`src/rtl/wbu_pkg.sv`:
```
// Shared definitions for the debug-bus return path.
// Header codes, newline character, serializer states, symbol count.
package wbu_pkg;

  localparam logic [5:0] HDR_IDLE      = 6'h00;
  localparam logic [5:0] HDR_IDLE_BUSY = 6'h01;
  localparam logic [5:0] HDR_INTERRUPT = 6'h04;

  localparam logic [6:0] CHR_NEWLINE = 7'h0A;

  typedef enum logic [1:0] {
    ST_IDLE,
    ST_SEND,
    ST_NEWLINE
  } state_t;

  // Number of 6-bit symbols carried by a codeword, from its top 3 bits
  function automatic logic [2:0] sym_count(input logic [2:0] hdr);
    if (hdr[2])
      return 3'd6;
    else
      return {1'b0, hdr[1:0]} + 3'd1;
  endfunction

endpackage

```
`src/rtl/wbu_sixbit_to_ascii.sv`:
```
// Maps a 6-bit symbol onto its printable ASCII character.
// 0-9, A-Z, a-z, then '@' and '%'.
module wbu_sixbit_to_ascii (
  input  logic [5:0] sym,
  output logic [6:0] ch
);

  logic [6:0] s7;

  assign s7 = {1'b0, sym};

  always_comb begin
    ch = 7'h25;
    unique case (1'b1)
      (sym < 6'd10):
        ch = 7'h30 + s7;
      (sym >= 6'd10 && sym < 6'd36):
        ch = 7'h37 + s7;
      (sym >= 6'd36 && sym < 6'd62):
        ch = 7'h3D + s7;
      (sym == 6'd62):
        ch = 7'h40;
      (sym == 6'd63):
        ch = 7'h25;
    endcase
  end

endmodule

```
`src/rtl/wbu_deword_hex.sv`:
```
// Splits 36-bit debug-bus codewords into ASCII characters for the UART.
// Single-symbol words are followed by a newline.
module wbu_deword_hex
  import wbu_pkg::*;
(
  input  logic        i_clk,
  input  logic        i_reset,
  input  logic        i_stb,
  input  logic [35:0] i_codword,
  output logic        o_busy,
  output logic        o_stb,
  output logic [6:0]  o_char,
  input  logic        i_tx_busy
);

  state_t      state;
  logic [29:0] sreg;
  logic [2:0]  rem;
  logic        one_sym;
  logic [5:0]  sym;
  logic [6:0]  sym_char;
  logic        hs;

  // The first symbol comes straight off the input on accept
  assign sym = (state == ST_IDLE) ? i_codword[35:30]
                                  : sreg[29:24];
  assign hs  = o_stb && !i_tx_busy;

  wbu_sixbit_to_ascii u_map (
    .sym (sym),
    .ch  (sym_char)
  );

  always_ff @(posedge i_clk) begin
    if (i_reset) begin
      state   <= ST_IDLE;
      sreg    <= '0;
      rem     <= '0;
      one_sym <= 1'b0;
      o_busy  <= 1'b0;
      o_stb   <= 1'b0;
      o_char  <= '0;
    end else begin
      unique case (state)
        ST_IDLE: begin
          if (i_stb) begin
            sreg    <= i_codword[29:0];
            rem     <= sym_count(i_codword[35:33]) - 3'd1;
            one_sym <= (i_codword[35:33] == 3'b000);
            o_char  <= sym_char;
            o_stb   <= 1'b1;
            o_busy  <= 1'b1;
            state   <= ST_SEND;
          end
        end
        ST_SEND: begin
          if (hs) begin
            if (rem != 3'd0) begin
              sreg   <= {sreg[23:0], 6'h00};
              rem    <= rem - 3'd1;
              o_char <= sym_char;
            end else if (one_sym) begin
              o_char <= CHR_NEWLINE;
              state  <= ST_NEWLINE;
            end else begin
              o_stb  <= 1'b0;
              o_busy <= 1'b0;
              state  <= ST_IDLE;
            end
          end
        end
        ST_NEWLINE: begin
          if (hs) begin
            o_stb  <= 1'b0;
            o_busy <= 1'b0;
            state  <= ST_IDLE;
          end
        end
        default: begin
          o_stb  <= 1'b0;
          o_busy <= 1'b0;
          state  <= ST_IDLE;
        end
      endcase
    end
  end

endmodule

```
`config.mk`:
```
export PLATFORM = sky130hd
export DESIGN_NAME = wbu_deword_hex
export DESIGN_NICKNAME = d
export VERILOG_FILES = /design/src/rtl/wbu_pkg.sv /design/src/rtl/wbu_sixbit_to_ascii.sv /design/src/rtl/wbu_deword_hex.sv
export SDC_FILE = /design/constraint.sdc
export NUM_CORES = 1
export LEC_CHECK = 0
export CAP_MARGIN = 20
export CORE_UTILIZATION = 50
export CTS_BUF_LIST = sky130_fd_sc_hd__clkbuf_4 sky130_fd_sc_hd__clkbuf_8 sky130_fd_sc_hd__clkbuf_16
export DETAILED_ROUTE_END_ITERATION = 12
export PLACE_DENSITY = 0.82
export SETUP_SLACK_MARGIN = 0.2
export SLEW_MARGIN = 25
export SYNTH_ARGS = -nofsm -noshare
export SYNTH_HDL_FRONTEND = slang
export SYNTH_HIERARCHICAL = 1
export SYNTH_SLANG_ARGS = --single-unit
```
`constraint.sdc`:
```
create_clock -name i_clk -period 3.75 [get_ports i_clk]
set_clock_uncertainty 0.1 [all_clocks]
set_input_delay 0.75 -clock i_clk [delete_from_list [all_inputs] [get_ports i_clk]]
set_output_delay 0.75 -clock i_clk [all_outputs]
set_load 0.03 [all_outputs]
```
==> flow_summary_export.csv <==
group,metric,value,unit
die,core,4720,sq um
drt,maxUsedRoutingLayer,"met4",
sta,tightest_slew,0.979,ns
synthesis,syn_area_per_cell,9.40,sq um
cts,cts_max_level,2,
pwr,cellLeakagePower,0.00125,uW
global_routing,grt_use_total,21.3,%
sta,holdWs,0.375,ns
drt,drt-met1-wl,2540,um
synthesis,syn_area,2450,sq um
die,dieHeight,72.0,um
drt,route.detailed.drc,0,
drt,wire_per_inst,14.1,um
sta,clock.fmax,0.293,GHz
synthesis,synthCells,261,
die,fp.dieW,72.0,um
cts,cts_tree,"done",
cts,cts-root-buf,"clkbuf_8",
sta,fin_setup_tns,0,ns
global_routing,grt_pass1_wl,8540,um
synthesis,synth_seq_cells,44,
placed_design,port_buffers,48,
pwr,ir_drop,0.225,mV
synthesis,yosys.area_share.simple,15.1,%
synthesis,synthAdderAreaFrac,4.90,%
cts,cts-resized-gates,0,
cts,clkLatencyLatePin,0.30,ns
sta,period_share,91.0,%
synthesis,synth_mux_area_share,13.8,%
worst_setup_path,cp.required,3.79,ns
cts,cts.sinks,44,
placed_design,gp_congestion,0.898,
sta,hold_violations,0,
drt,route.met3.wl,208,um
final_layout,diodes,0,
worst_setup_path,cp_max_fo,5,
synthesis,synth_area_leaders,"dfxtp_1 (36%), mux2i_1 (11%), a211oi_2 (9.7%)",
hold_path,hp-class,"reg2reg",
cts,post_cts_buffers,0,
sta,setup_viol,0,
sta,rsz0062_at_grt,"false",
cts,clkTransAtPathRegs,0.08,ns
global_routing,grt_max_degree,59,
drt,dr_total_vias,1958,
die,num_rows,25,
pwr,power.density,448,nW/um^2
drt,firstDrtPassIters,4,
run_status,run_status,"finished clean",
worst_setup_path,critPathArrivalTime,3.45,ns
worst_setup_path,endpoint_kind,"flip-flop",
final_layout,synthToLayoutAreaGrowth,26.2,%
synthesis,synth_top_family_by_area,"compound AO/OA/AOI/OAI gates",
synthesis,synth-xor-area-share,1.43,%
die,io_pins,49,
synthesis,yosys_warnings,6,
synthesis,synth.distinct_cells,39,
drt,dr.first_iter.drc_count,119,
cts,ctsHoldBuffers,0,
final_layout,final_layout_size_suffix_gt1_share,14.5,%
global_routing,antenna_found_initial,0,
drt,viasPerCell,5.28,
sta,slew_viol_final,0,
synthesis,synth_top_area_share,35.9,%
final_layout,nets,353,
sta,min_period,3.41,ns
drt,wl_met2,2420,um
synthesis,synth_top_cell_by_area,"dfxtp_1",
drt,ant_nets,0,
drt,finalWirelength,5250,um
cts,clk_path_buf_depth,2,
synthesis,synth_compound_area_share,23.5,%
die,start_util,51.9,%
worst_setup_path,worstSetupPathType,"in2reg",
sta,slew_headroom,34.7,%
global_routing,grt_pass1_vias,1788,
worst_setup_path,worstSetupStartpointType,"primary input",
run,drv_cap,0,
placed_design,dpl.hpwl,3630,um
synthesis,syn-num-nets,310,
synthesis,ys_seq_area_share,35.9,%
cts,numCtsBuffers,5,
global_routing,grt-ovfl-total,0,
die,die_area,5190,sq um
worst paths after layout:
check	start	endpoint	slack, ns	cells past startpoint
worst max-delay path	i_codword[35]	o_char[5]$_SDFFE_PP0P_	0.34	12
worst min-delay path	o_char[6]$_SDFFE_PP0P_	o_char[6]$_SDFFE_PP0P_	0.37	2
worst max register to register	state[0]$_SDFFE_PP0P_	o_char[5]$_SDFFE_PP0P_	0.51	13
worst min register to register	o_char[6]$_SDFFE_PP0P_	o_char[6]$_SDFFE_PP0P_	0.37	2
cells by family (layout without fill, tap and decap cells):
kind of cell,Yosys count,after routing
DFF,44,44
buffers and inverters,27,70
and+or+nand+nor,77,77
muxes,33,33
adders and majority gates,9,9
xor gates and xnor gates,4,4
AOI/OAI and AO/OA,67,67
state kept, by name (all words and copies together) (netlist names):
name	flops
o_char	7
o_stb	1
one_sym	1
rem	3
sreg	30
state	2
stage by stage:
step	util [%]	total power (uW)	worst slack, ns	instances	area (sq um)
3_5_place_dp	62.7	967	0.0591	364	2960
4_1_cts	65.5	1390	0.357	371	3090
2_1_floorplan	-	849	0.477	261	2450
6_report	65.5	1390	0.338	371	3100
3_3_place_gp	62.7	960	0.107	364	2960
5_1_grt	65.5	1460	0.208	371	3100
critical path, stage by stage:
cell and delay (ns):
clkdlybuf4s50_1 0.47, mux2_2 0.35, ha_1 0.25, a211o_1 0.30, nand2_1 0.10, ha_1 0.23
a211o_1 0.32, a211oi_1 0.29, xnor2_1 0.16, o211ai_1 0.09, nand2_1 0.07, a21oi_1 0.07
report_power, final:
group | internal (uW) | leakage, uW | switching (uW) | total [uW]
clock network | 262 | 0.0000642 | 163 | 426
registers | 518 | 0.000363 | 31.1 | 549
logic | 192 | 0.000822 | 220 | 412
Yosys cell counts (all sizes together):
master / number
nor4: 1
nand3b: 2
a22oi: 6
xor2: 1
nand2b: 8
a211o: 3
a221oi: 1
o2bb2ai: 1
nor2b: 2
mux2: 6
mux2i: 27
inv: 10
and3: 2
nor4b: 2
clkbuf: 5
o21ai: 9
o22a: 1
o21a: 1
o211ai: 1
nor3b: 1
ha: 8
buf: 12
o22ai: 2
o31a: 1
a21oi: 9
a211oi: 32
nand3: 2
nand2: 13
dfxtp: 44
nor2: 42
fa: 1
xnor2: 3
or2: 2
final cells by class:
type                    instances  area (sq um)
fillers                       378          1630
multi-input cells             190          1450
flip-flops and latches         44           881
repair buffers                 53           513
well taps                      67          83.8
clock buffers                   5          68.8
clock inverters                 2          60.1
inverters                      10          37.5
routing by layer:
layer | vias to the layer above | global-route usage [%]
met1 | 893 | 28.4
met3 | 7 | 3.33
met5 | - | 0
met2 | 45 | 34.1
li1 | 1013 | -
met4 | 0 | 9.80
placed cells by master, fill, tap and decap left out, types with 2 or more instances in the layout:
cell type / instances
dfxtp_1: 44
nor2b_1: 2
nor2_1: 42
nand3_1: 2
mux2_2: 5
a211oi_1: 13
buf_4: 5
inv_1: 10
o22ai_1: 2
xnor2_1: 3
clkbuf_8: 5
nand3b_1: 2
nand2_1: 13
nand2b_1: 8
a211o_1: 3
a21oi_1: 8
or2_2: 2
o21ai_0: 9
clkdlybuf4s50_1: 47
bufinv_16: 2
a22oi_1: 6
mux2i_1: 27
ha_1: 8
a211oi_2: 18
and3_1: 2
(Power assumes the default switching activity.)
